[src/rtl/disp_pkg.sv]
// Shared types, constants and digit-search helpers for the display scan path.
package disp_pkg;

    localparam int NUM_DIGITS = 8;
    localparam int SEL_W      = 3;
    localparam logic [NUM_DIGITS-1:0] ANODES_OFF = 8'hFF;

    typedef logic [3:0] digit_t;
    typedef digit_t [NUM_DIGITS-1:0] digit_arr_t;

    typedef enum logic {
        ST_IDLE,
        ST_SCAN
    } scan_state_t;

    function automatic logic [SEL_W-1:0] lowest_en(input logic [NUM_DIGITS-1:0] en);
        lowest_en = '0;
        for (int i = NUM_DIGITS - 1; i >= 0; i--) begin
            if (en[i]) lowest_en = i[SEL_W-1:0];
        end
    endfunction

    // Returns {found, index} of the lowest enabled digit strictly above cur.
    function automatic logic [SEL_W:0] next_en_above(input logic [NUM_DIGITS-1:0] en,
                                                     input logic [SEL_W-1:0]      cur);
        next_en_above = '0;
        for (int i = NUM_DIGITS - 1; i >= 0; i--) begin
            if (en[i] && (i > int'(cur))) next_en_above = {1'b1, i[SEL_W-1:0]};
        end
    endfunction

endpackage

[src/rtl/scan_tick_gen.sv]
// Refresh prescaler: counts 0..DIV-1 and flags the last count as the scan tick.
module scan_tick_gen #(
    parameter int DIV = 50000
) (
    input  logic clk,
    input  logic rst,
    output logic tick
);

    localparam int CNT_W = $clog2(DIV);
    localparam logic [CNT_W-1:0] LAST = CNT_W'(DIV - 1);

    logic [CNT_W-1:0] cnt;

    always_ff @(posedge clk) begin
        if (rst)
            cnt <= '0;
        else if (cnt == LAST)
            cnt <= '0;
        else
            cnt <= cnt + CNT_W'(1);
    end

    assign tick = (cnt == LAST);

endmodule

[src/rtl/display_scan_ctrl.sv]
// Time-multiplexed 8-digit scan controller with frame-synchronous shadow loading.
// Optional anode blanking after each tick is enabled with `define SCAN_BLANK_EN.
//
//  state   | meaning
//  --------+-----------------------------------------------------------
//  ST_IDLE | no digit lit (after reset, or last tick saw digit_en == 0)
//  ST_SCAN | a digit is selected and may be lit
module display_scan_ctrl
    import disp_pkg::*;
#(
    parameter int REFRESH_DIV  = 50000,
    parameter int BLANK_CYCLES = 16
) (
    input  logic                  clk,
    input  logic                  rst,
    input  digit_arr_t            nums_in,
    input  logic [NUM_DIGITS-1:0] digit_en,
    input  logic                  load_req,
    output logic                  load_ack,
    output logic [SEL_W-1:0]      sel,
    output digit_t                digit_val,
    output logic [NUM_DIGITS-1:0] anode_n,
    output logic                  frame_start
);

    if (REFRESH_DIV < 2 || BLANK_CYCLES < 1 || BLANK_CYCLES >= REFRESH_DIV) begin : g_param_check
        $error("display_scan_ctrl: need REFRESH_DIV >= 2 and 1 <= BLANK_CYCLES < REFRESH_DIV");
    end

    scan_state_t           state_q, state_d;
    logic                  tick;
    logic [SEL_W-1:0]      sel_d, first_en, above_idx;
    logic                  above_found;
    logic                  boundary, frame_d, load_d, lit_d, blanking;
    digit_arr_t            shadow_q, shadow_d;
    digit_t                digit_val_d;
    logic [NUM_DIGITS-1:0] anode_d;

    scan_tick_gen #(.DIV(REFRESH_DIV)) u_tick (
        .clk  (clk),
        .rst  (rst),
        .tick (tick)
    );

    assign first_en                 = lowest_en(digit_en);
    assign {above_found, above_idx} = next_en_above(digit_en, sel);

    always_ff @(posedge clk) begin
        if (rst) state_q <= ST_IDLE;
        else     state_q <= state_d;
    end

    // A frame boundary is any wrap to the lowest enabled digit, or any tick with nothing enabled.
    always_comb begin
        state_d  = state_q;
        sel_d    = sel;
        frame_d  = 1'b0;
        boundary = 1'b0;
        if (tick) begin
            if (digit_en == '0) begin
                state_d  = ST_IDLE;
                boundary = 1'b1;
            end else if (state_q == ST_IDLE || !above_found) begin
                state_d  = ST_SCAN;
                sel_d    = first_en;
                frame_d  = 1'b1;
                boundary = 1'b1;
            end else begin
                sel_d = above_idx;
            end
        end
    end

`ifdef SCAN_BLANK_EN
    localparam int BLANK_W = (BLANK_CYCLES > 1) ? $clog2(BLANK_CYCLES) : 1;

    logic [BLANK_W-1:0] blank_q;

    // The tick cycle itself accounts for the first blank cycle, so load one less.
    always_ff @(posedge clk) begin
        if (rst)
            blank_q <= '0;
        else if (tick)
            blank_q <= BLANK_W'(BLANK_CYCLES - 1);
        else if (blank_q != '0)
            blank_q <= blank_q - BLANK_W'(1);
    end

    assign blanking = tick || (blank_q != '0);
`else
    assign blanking = 1'b0;
`endif

    // New shadow contents feed digit_val directly so the first frame already shows them.
    always_comb begin
        load_d      = boundary & load_req;
        shadow_d    = load_d ? nums_in : shadow_q;
        digit_val_d = shadow_d[sel_d];
        lit_d       = (state_d == ST_SCAN) && digit_en[sel_d] && !blanking;
        anode_d     = lit_d ? ~(NUM_DIGITS'(1) << sel_d) : ANODES_OFF;
    end

    always_ff @(posedge clk) begin
        if (rst) begin
            sel         <= '0;
            shadow_q    <= '0;
            digit_val   <= '0;
            anode_n     <= ANODES_OFF;
            load_ack    <= 1'b0;
            frame_start <= 1'b0;
        end else begin
            sel         <= sel_d;
            shadow_q    <= shadow_d;
            digit_val   <= digit_val_d;
            anode_n     <= anode_d;
            load_ack    <= load_d;
            frame_start <= frame_d;
        end
    end

endmodule
[config.mk]
export PLATFORM = sky130hd
export DESIGN_NAME = display_scan_ctrl
export DESIGN_NICKNAME = d
export VERILOG_FILES = /design/src/rtl/disp_pkg.sv /design/src/rtl/scan_tick_gen.sv /design/src/rtl/display_scan_ctrl.sv
export SDC_FILE = /design/constraint.sdc
export NUM_CORES = 1
export LEC_CHECK = 0
export ABC_AREA = 1
export CAP_MARGIN = 0
export CORE_MARGIN = 2
export CORE_UTILIZATION = 45
export CTS_BUF_LIST = sky130_fd_sc_hd__clkbuf_2
export DETAILED_ROUTE_END_ITERATION = 12
export GPL_ROUTABILITY_DRIVEN = 0
export GPL_TIMING_DRIVEN = 0
export PLACE_DENSITY = 0.8
export SYNTH_ARGS = -nofsm -noshare
export SYNTH_HDL_FRONTEND = slang
export SYNTH_SLANG_ARGS = --single-unit
[constraint.sdc]
create_clock -name clk -period 2.7 [get_ports clk]
set_input_delay 0.54 -clock clk [delete_from_list [all_inputs] [get_ports clk]]
set_output_delay 0.54 -clock clk [all_outputs]
set_load 0.02 [all_outputs]
[Word-level counts from Yosys, hierarchy flattened]
Index checks and enable logic that the tools add are counted.
Word-level totals
  bits in registers: 66
  input bits: 43
  output and inout bits: 17
  logic and storage cells: 74
Operators by class
  add/subtract/negate cells: 1
  magnitude comparators: 8
  equality and inequality tests: 1
  shift operators: 1
  multiplexer cells: 29
  bitwise logic cells: 5
  reductions and logical operators: 14
Operators with widths (number)
  $mux 3: 11
  $mux 32: 1
  $mux 4: 8
  $add 16x1->16 const B: 1
  $eq 16x16->1 const B: 1
  $bmux 4 s3: 1
  $gt 3x3->1 const A: 4
  $logic_and 1x1->1: 8
  $logic_not 8->1: 1
  $not 8->8: 1
  $shl 1x3->8 const A: 1
  $mux 1: 7
  $gt 2x3->1 const A: 2
  $lt 3x4->1 const B: 1
  $reduce_or 2->1: 2
  $bmux 1 s3: 1
  $gt 1x3->1 const A: 1
  $not 1->1: 3
  $reduce_or 3->1: 1
  $and 1x1->1: 1
  $logic_not 1->1: 1
  $logic_or 1x1->1: 1

[Depth between registers and ports, before layout]
Gate-level depths: netlist (run 1).
  depth in word-level cells: 19
  mapped depth: 18
  gate-level depth less buffers: 17

[Hierarchy]
Synthesis (run 1) repeated with hierarchy kept, for this count alone.
Unflattened totals
  cell total of the unflattened synthesis: 471
  area, all modules: 3234.4 µm²
Modules (own cells, without submodules)
  display_scan_ctrl: times used 1, cells an instance 341, area an instance 2374.8 µm², seq. area each 1001.0 µm²
  scan_tick_gen: times used 1, cells an instance 130, area an instance 859.6 µm², seq. area each 320.3 µm²

[Least setup slack after synthesis (run 1)]
No wires, ideal clock.
  path type: input -> register
  start point: input digit_en[0]
  end point: register anode_n[4]
  library setup time: 0.125 ns
  arrival: 1.853 ns
  data required time: 2.575 ns
  path slack: 0.722 ns
  cell stages on the path: 13
  buffers on the path: 1
  cells stage by stage: inv_1 -> nand2_1 -> nor3_1 -> nand2_1 -> nand4_1 -> a21oi_2 -> nand2_4 -> nand2_8 -> buf_6 -> nand3_1 -> nand2_1 -> nor2_2 -> nand3_1
Between the ends
  longest elaborated chain between the ends: 9
  elaborated cells on any way between the ends: 14
  those cells by class: 1 x shift; 8 x mux; 2 x bitwise; 3 x reduce/logical
RTL lines
  from (decl): line display_scan_ctrl.sv:17  | input logic [NUM_DIGITS-1:0] digit_en,
  $mux 3: line disp_pkg.sv:19  | if (en[i]) lowest_en = i[SEL_W-1:0];
  $mux 3: line display_scan_ctrl.sv:63  | end else if (state_q == ST_IDLE || !above_found) begin
  $mux 3: line display_scan_ctrl.sv:60  | if (digit_en == '0) begin
  $mux 3: line display_scan_ctrl.sv:59  | if (tick) begin
  $bmux 1 s3: line display_scan_ctrl.sv:99  | lit_d = (state_d == ST_SCAN) && digit_en[sel_d] && !blanking;
  $mux 1 (implied by the code): line display_scan_ctrl.sv:99
  $logic_and 1x1->1: line display_scan_ctrl.sv:99
  $not 1->1 (no source line)
  $reduce_or 2->1 (no source line)
  to (signal assigned): line display_scan_ctrl.sv:115  | anode_n <= anode_d;
  to (decl): line display_scan_ctrl.sv:22  | output logic [NUM_DIGITS-1:0] anode_n,
Parallel ways exist; a longest one is shown, timed or not. The select of a mux whose other input is x is not followed.
A chain may end at the register's enable or synchronous reset.

[Final worst setup path (run 1)]
  start point: register u_tick.cnt[0]
  end point: register digit_val[3]
Between the ends
  longest elaborated chain between the ends: 6
  elaborated cells on any way between the ends: 7
  those cells by class: 1 x eq/ne; 5 x mux; 1 x bitwise
RTL lines
  from (decl): line scan_tick_gen.sv:13  | logic [CNT_W-1:0] cnt;
  from (signal assigned): line scan_tick_gen.sv:21  | cnt <= cnt + CNT_W'(1);
  $eq 16x16->1 (*): line scan_tick_gen.sv:24  | assign tick = (cnt == LAST);
  $mux 1: line display_scan_ctrl.sv:59
  $and 1x1->1: line display_scan_ctrl.sv:96  | load_d = boundary & load_req;
  $mux 32: line display_scan_ctrl.sv:97  | shadow_d = load_d ? nums_in : shadow_q;
  $bmux 4 s3 (*): line display_scan_ctrl.sv:98  | digit_val_d = shadow_d[sel_d];
  $mux 4 (implied by the code) (*): line display_scan_ctrl.sv:98
  to (signal assigned): line display_scan_ctrl.sv:114  | digit_val <= digit_val_d;
  to (decl): line display_scan_ctrl.sv:21  | output digit_t digit_val,
Mark *: on every way between the ends. The rest lies on a longest branch, timed or not. The select of a mux whose other input is x is not followed.

==> qor.yml, run 1 <==
drv_cap: 0
drt.antenna.violating_nets: 0
synth_commonest_cells: "154 x nand2_1, 84 x inv_1, 67 x nor2_1"
powerDensity_nw_per_um2: 420.8
synth_top_cell_area_share: 0.3940
grt_pass1_wl_um: 13360
cts_buffers: 9
dieArea_um2: 8158
wl_met1_um: 3586
cts_root_buf: "clkbuf_2"
finalHoldViolCount: 0
drtIter0Drc: 222
min_path_type: "flop to flop"
routedWlPerCell_um: 11.49
dr.pass1.iters: 6
drive_gt1_frac: 0.08418
async_flop_share: 0
dieHeight_um: 90.32
rows: 31
clock_path_buffers: 2
skew_ns: 0.02495
ys_ff_latch: 66
core_um2: 7253
nets: 633
status: "complete, no violations"
viasPerCell: 4.898
vias: 3394
synth_edf_count: 0
rsz0062_at_grt: "no"
p_leak_nw: 1.849
syn-cell-area_um2: 3353
path_max_fanout: 10
max_freq_mhz: 435.0
crit_path_max_incr_delay_ns: 0.38
arrival_ns: 2.74
period_share: 0.8514
avgSynthCellArea_um2: 6.461
yosysTopAreaCell: "dfxtp_1"
crit_path_start_kind: "flop"
cts.sinks: 66
netlist-cell-type-count: 33
cpMaxStageDelayCell: "dfxtp_1"
synth_ff_type: "dfxtp_1"
cts.htree.levels: 3
relSlewSlack: 0.6482
top_layer: "met4"
crit_type: "flop to flop"
die_x_um: 90.32
clock_latency_ns: 0.48
post_cts_buffers: 0
grt_pass1_vias: 3135
tightest_slew_ns: 0.5277
yosysWarnings: 0
syn_inst: 519
clk_pin_slew_ns: 0.19
crit_path_end_kind: "flop"
required_ns: 3.14
drc: 0
syn_nets: 563
wl_um: 7961
hpwl_um: 6001
overflow: 0
maxSlewViolCount: 0
initial_core_util: 0.4623
yosysMostFrequentCell: "nand2_1"
io_pins: 60
wl_met3_um: 463
grt_max_degree: 12
hold_ws_ns: 0.4554
area_delta_synth_final_pct: 25.22
setup_viol: 0
fin_setup_tns_ns: 0
timing.critical_path.cells: "ha_1 -> nand2_1 -> inv_2 -> nand2_1 -> nor2_2 -> nand3_1 -> nor2_2 -> nand2_4 -> buf_2 -> o21ai_1 -> nand2_1 -> o21ai_1 -> nand2_1 -> nand2_1 -> nand2_1 -> nand2_1"
ctsResizeCount: 0
cts_tree: "built"
diodes: 0
fin_crit_ns: 2.299
wl_met2_um: 3738
grt_usage: 0.1993
final_util: 0.5789
cpMostUsedCell: "nand2_1"
max-vdd-ir-drop_uv: 235.0
ctsHoldBuffers: 0
synthTopCellsByArea: "dfxtp_1 39%, nand2_1 17%, inv_1 9.4%"
antenna_found_initial: 0
synth_seq_area_share: 0.3940
portBuffers: 59
[through the flow]
step / setup slack [ns] / std cells / cell area (um2) / power, mW
6_report: 0.4013 / 693 / 4199 / 1.767
5_1_grt: 0.1313 / 693 / 4199 / 1.840
3_5_place_dp: -0.02462 / 677 / 4068 / 1.128
2_1_floorplan: 0.7218 / 519 / 3353 / 1.049
4_1_cts: 0.3970 / 693 / 4199 / 1.777
3_3_place_gp: 0.0003944 / 677 / 4068 / 1.125
[placed cells by master (no fill, tap or decap)]
cell type	synthesis	routed
nand2_1	154	154
nand2_8	2	2
nor2_4	1	1
xor2_1	4	4
ha_1	1	1
a21oi_1	9	9
xnor2_1	1	1
buf_2	6	6
clkdlybuf4s50_1	0	59
nand3_2	1	1
a21oi_2	2	2
clkbuf_2	0	10
a31oi_1	1	1
o21ai_0	3	3
nand4_1	3	3
clkinvlp_4	0	1
dfxtp_1	66	66
nor2_1	67	67
clkinv_1	0	1
bufinv_16	0	2
and3_1	1	1
nor3b_1	1	1
buf_6	4	4
o21ai_2	2	2
nand2_4	3	3
nand2_2	1	1
inv_2	4	4
a31o_2	1	1
inv_1	84	84
nand3_1	43	43
nand3b_1	1	1
o21ai_1	33	33
or2_2	1	1
buf_4	2	2
clkinv_2	0	2
nor2_2	5	5
nor3_1	6	6
clkbuf_1	5	5
o211ai_1	1	1
[layout make-up]
class	count	area (um2)
inverters	88	330.3
clock inverters	6	81.33
multi-input cells	348	1593
well taps	99	123.9
clock buffers	10	50.05
flip-flops and latches	66	1321
repair buffers	59	590.6
plain buffers	17	108.9
fillers	685	3054
[power breakdown]
part	internal [mW]	leakage, nW	switching (mW)	total (mW)
registers	0.979	0.532	0.00215	0.981
logic	0.0701	1.24	0.0572	0.127
clock network	0.304	0.0793	0.354	0.658
[worst max-delay path, delay by kind of cell, from the launching register on]
| kind | cells | cell delay [ns] |
|---|---|---|
| AOI/OAI and AO/OA | 2 | 0.28 |
| adders and majority gates | 1 | 0.17 |
| buffers and inverters | 2 | 0.27 |
| DFF | 1 | 0.38 |
| and+or+nand+nor | 11 | 1.18 |
[registers in the layout, indices dropped and copies added, names as in the netlist]
register,flops
shadow_q,32
u_tick.cnt,16
anode_n,8
digit_val,4
sel,3
frame_start,1
load_ack,1
state_q,1
[cells by family after synthesis]
logic type,count (synthesis),synth area share
adder cells (fa/ha/maj),1,0.003731
buffers and inverters,105,0.1310
flip-flops,66,0.3940
XOR/XNOR,5,0.01306
AND/OR/NAND/NOR,290,0.3739
AO/OA/AOI/OAI,52,0.08433
[worst paths after layout]
check                                endpoint          start  slack (ns)  cells past startpoint
worst min register to register  u_tick.cnt[0]  u_tick.cnt[0]        0.46                      1
worst min-delay path            u_tick.cnt[0]  u_tick.cnt[0]        0.46                      1
worst max register to register   digit_val[3]  u_tick.cnt[0]        0.40                     16
worst max-delay path             digit_val[3]  u_tick.cnt[0]        0.40                     16
[per-layer routing]
layer	up-vias	track usage
met5	-	0
met4	0	0.09615
met3	16	0.03339
met1	1539	0.2504
met2	118	0.3327
li1	1721	-
No activity file was read; power rests on OpenSTA's default activity.
==> run 2: changes to the inputs <==
CAP_MARGIN = default   (was 0)
==> results of run 2 <==
Same layout as run 1: the final DEF is identical, and so are final timing and power.
==> run 3: changes to the inputs <==
--- a/config.mk
+++ b/config.mk
@@ -8,2 +8,3 @@
 export ABC_AREA = 1
+export CORE_ASPECT_RATIO = 1.75
 export CORE_MARGIN = 2
--- a/constraint.sdc
+++ b/constraint.sdc
@@ -3,2 +3,2 @@
 set_output_delay 0.54 -clock clk [all_outputs]
-set_load 0.02 [all_outputs]
+set_load 0.01 [all_outputs]
==> run 3 against run 2 <==
Against the previous run:
- final area is 1.6% lower
- sequential share of layout area is 0.52 points higher
- cell count is 1.9% lower
- clock skew is 0.0013 ns higher
==> qor.yml, run 3 (synthesis results as in run 1) <==
min_path_type: "flop to flop"  # unchanged
arrival_ns: 2.89  # was 2.74 ns
drtIter0Drc: 209  # was 222
nets: 633  # unchanged
regToRegStartpoint: "u_tick.cnt[0]"  # unchanged
grt_pass1_wl_um: 14210  # was 13360 um
ctsResizeCount: 0  # unchanged
path_max_fanout: 5  # was 10
dpl_cell_area_um2: 4051  # was 4068 um2
cpMostUsedCell: "nand2_1"  # unchanged
timing.rr.end: "digit_val[2]"  # was digit_val[3]
grt_pass1_vias: 3333  # was 3135
rows: 41  # was 31
finalHoldViolCount: 0  # unchanged
clk_pin_slew_ns: 0.17  # was 0.19 ns
largest_register: "shadow_q"  # unchanged
grt_max_degree: 11  # was 12
wl_um: 8359  # was 7961 um
cts_tree: "built"  # unchanged
required_ns: 3.18  # was 3.14 ns
cts_root_buf: "clkbuf_2"  # unchanged
vias: 3369  # was 3394
crit_path_max_incr_delay_ns: 0.39  # was 0.38 ns
routedWlPerCell_um: 12.29  # was 11.49 um
period_share: 0.8929  # was 0.8514
clock_latency_ns: 0.53  # was 0.48 ns
area_delta_synth_final_pct: 23.17  # was 25.22%
p_leak_nw: 1.832  # was 1.849 nW
clock_path_buffers: 2  # unchanged
status: "complete, no violations"  # unchanged
timing.critical_path.cells: "ha_1 -> nand2_1 -> inv_2 -> nand2_1 -> nor2_2 -> nand4_1 -> a21oi_1 -> nand2_1 -> o21ai_1 -> inv_1 -> nor2_1 -> nand2_1 -> nand2_1"  # was ha_1 -> nand2_1 -> inv_2 -> nand2_1 -> nor2_2 -> nand3_1 -> nor2_2 -> nand2_4 -> buf_2 -> o21ai_1 -> nand2_1 -> o21ai_1 -> nand2_1 -> nand2_1 -> nand2_1 -> nand2_1
r2r_slack_ns: 0.29  # was 0.40 ns
max-vdd-ir-drop_uv: 259.5  # was 235.0 uV
max_freq_mhz: 414.8  # was 435.0 MHz
drc: 0  # unchanged
die_x_um: 69.26  # was 90.32 um
initial_core_util: 0.4636  # was 0.4623
io_pins: 60  # unchanged
maxSlewViolCount: 0  # unchanged
power_mw: 1.578  # was 1.767 mW
layout_common_cells: "154 x nand2_1, 84 x inv_1, 67 x nor2_1, 66 x dfxtp_1, 59 x clkdlybuf4s50_1"  # unchanged
largest_reg_flops: 32  # unchanged
powerDensity_nw_per_um2: 382.2  # was 420.8 nW/um2
portBuffers: 59  # unchanged
fin_crit_ns: 2.411  # was 2.299 ns
post_cts_buffers: 0  # unchanged
cp-startpoint: "u_tick.cnt[0]"  # unchanged
grt_usage: 0.2145  # was 0.1993
cts_buffers: 9  # unchanged
crit_type: "flop to flop"  # unchanged
largest_registers: "shadow_q (32), u_tick.cnt (16), anode_n (8)"  # unchanged
crit_path_start_kind: "flop"  # unchanged
overflow: 0  # unchanged
cts.htree.levels: 3  # unchanged
skew_ns: 0.02625  # was 0.02495 ns
mostFrequentLayoutCell: "nand2_1"  # unchanged
dr.pass1.iters: 5  # was 6
drv_cap: 0  # unchanged
cp-endpoint: "digit_val[2]"  # was digit_val[3]
viasPerCell: 4.954  # was 4.898
hpwl_um: 6497  # was 6001 um
cpMaxStageDelayCell: "dfxtp_1"  # unchanged
cts.sinks: 66  # unchanged
tightest_slew_ns: 0.5749  # was 0.5277 ns
drt.antenna.violating_nets: 0  # unchanged
ctsHoldBuffers: 0  # unchanged
antenna_found_initial: 0  # unchanged
reg2regPathDepth: 13  # was 16
dieHeight_um: 118.2  # was 90.32 um
drive_gt1_frac: 0.08418  # unchanged
relSlewSlack: 0.6167  # was 0.6482
setup_viol: 0  # unchanged
fin_area_um2: 4130  # was 4199 um2
dieArea_um2: 8186  # was 8158 um2
diodes: 0  # unchanged
rsz0062_at_grt: "no"  # unchanged
core_um2: 7233  # was 7253 um2
crit_path_end_kind: "flop"  # unchanged
==> run 3: cell types whose count changed in the layout (fill, tap and decap cells not counted) <==
cell,previous run,this run
bufinv_16,2,0
clkbuf_2,10,12
clkinv_2,2,3
clkinvlp_4,1,0
==> run 3: cell type report <==
class                           instances  area [um2]
Buffer                                 17       108.9
Clock buffer                           12       60.06
Clock inverter                          4       18.77
Fill cell                             688        3103
Inverter                               88       330.3
Multi-Input combinational cell        348        1593
Sequential cell                        66        1321
Tap cell                               86       107.6
Timing Repair Buffer                   59       590.6
==> run 3: worst min path at each step <==
stage	startpoint	end	cells after the start	slack (ns)
after floorplan	u_tick.cnt[0]	u_tick.cnt[0]	1	0.42
after global placement	u_tick.cnt[0]	u_tick.cnt[0]	1	0.43
after detailed placement	u_tick.cnt[0]	u_tick.cnt[0]	1	0.44
after CTS	u_tick.cnt[0]	u_tick.cnt[0]	1	0.47
after global routing	u_tick.cnt[0]	u_tick.cnt[0]	1	0.50
final	u_tick.cnt[0]	u_tick.cnt[0]	1	0.47
==> run 3: power breakdown <==
group	leakage [nW]	switching [mW]	internal, mW
Combinational	1.24	0.0585	0.0700
Clock	0.0631	0.343	0.125
Sequential	0.532	0.00245	0.979
==> run 3: per-layer routing <==
metal	vias up	GRT usage	routed length [um]	share of wire
li1	1730	-	-	-
met2	99	0.4177	4665	0.56
met3	26	0.04433	414	0.050
met5	-	0	0	0
met4	0	0.09804	277	0.033
met1	1514	0.2089	3002	0.36
==> run 3: stage by stage <==
stage | setup WS, ns | setup TNS (ns) | std cells | hold WS (ns) | utilization
global placement | -0.02228 | -0.06064 | 664 | 0.4263 | 0.5601
finish | 0.2893 | 0 | 680 | 0.4683 | 0.5710
detailed placement | -0.09457 | -0.4394 | 664 | 0.4427 | 0.5601
global route | 0.06522 | 0 | 680 | 0.5002 | 0.5710
CTS | 0.3062 | 0 | 680 | 0.4699 | 0.5710
floorplan | 0.7220 | 0 | 519 | 0.4175 | -
==> run 3: worst max-delay path, delay by kind of cell (launching register included) <==
family	cells	cell delay, ns
AOI/OAI and AO/OA	2	0.42
adders and majority gates	1	0.18
buffers and inverters	2	0.22
DFF	1	0.39
and+or+nand+nor	8	1.15
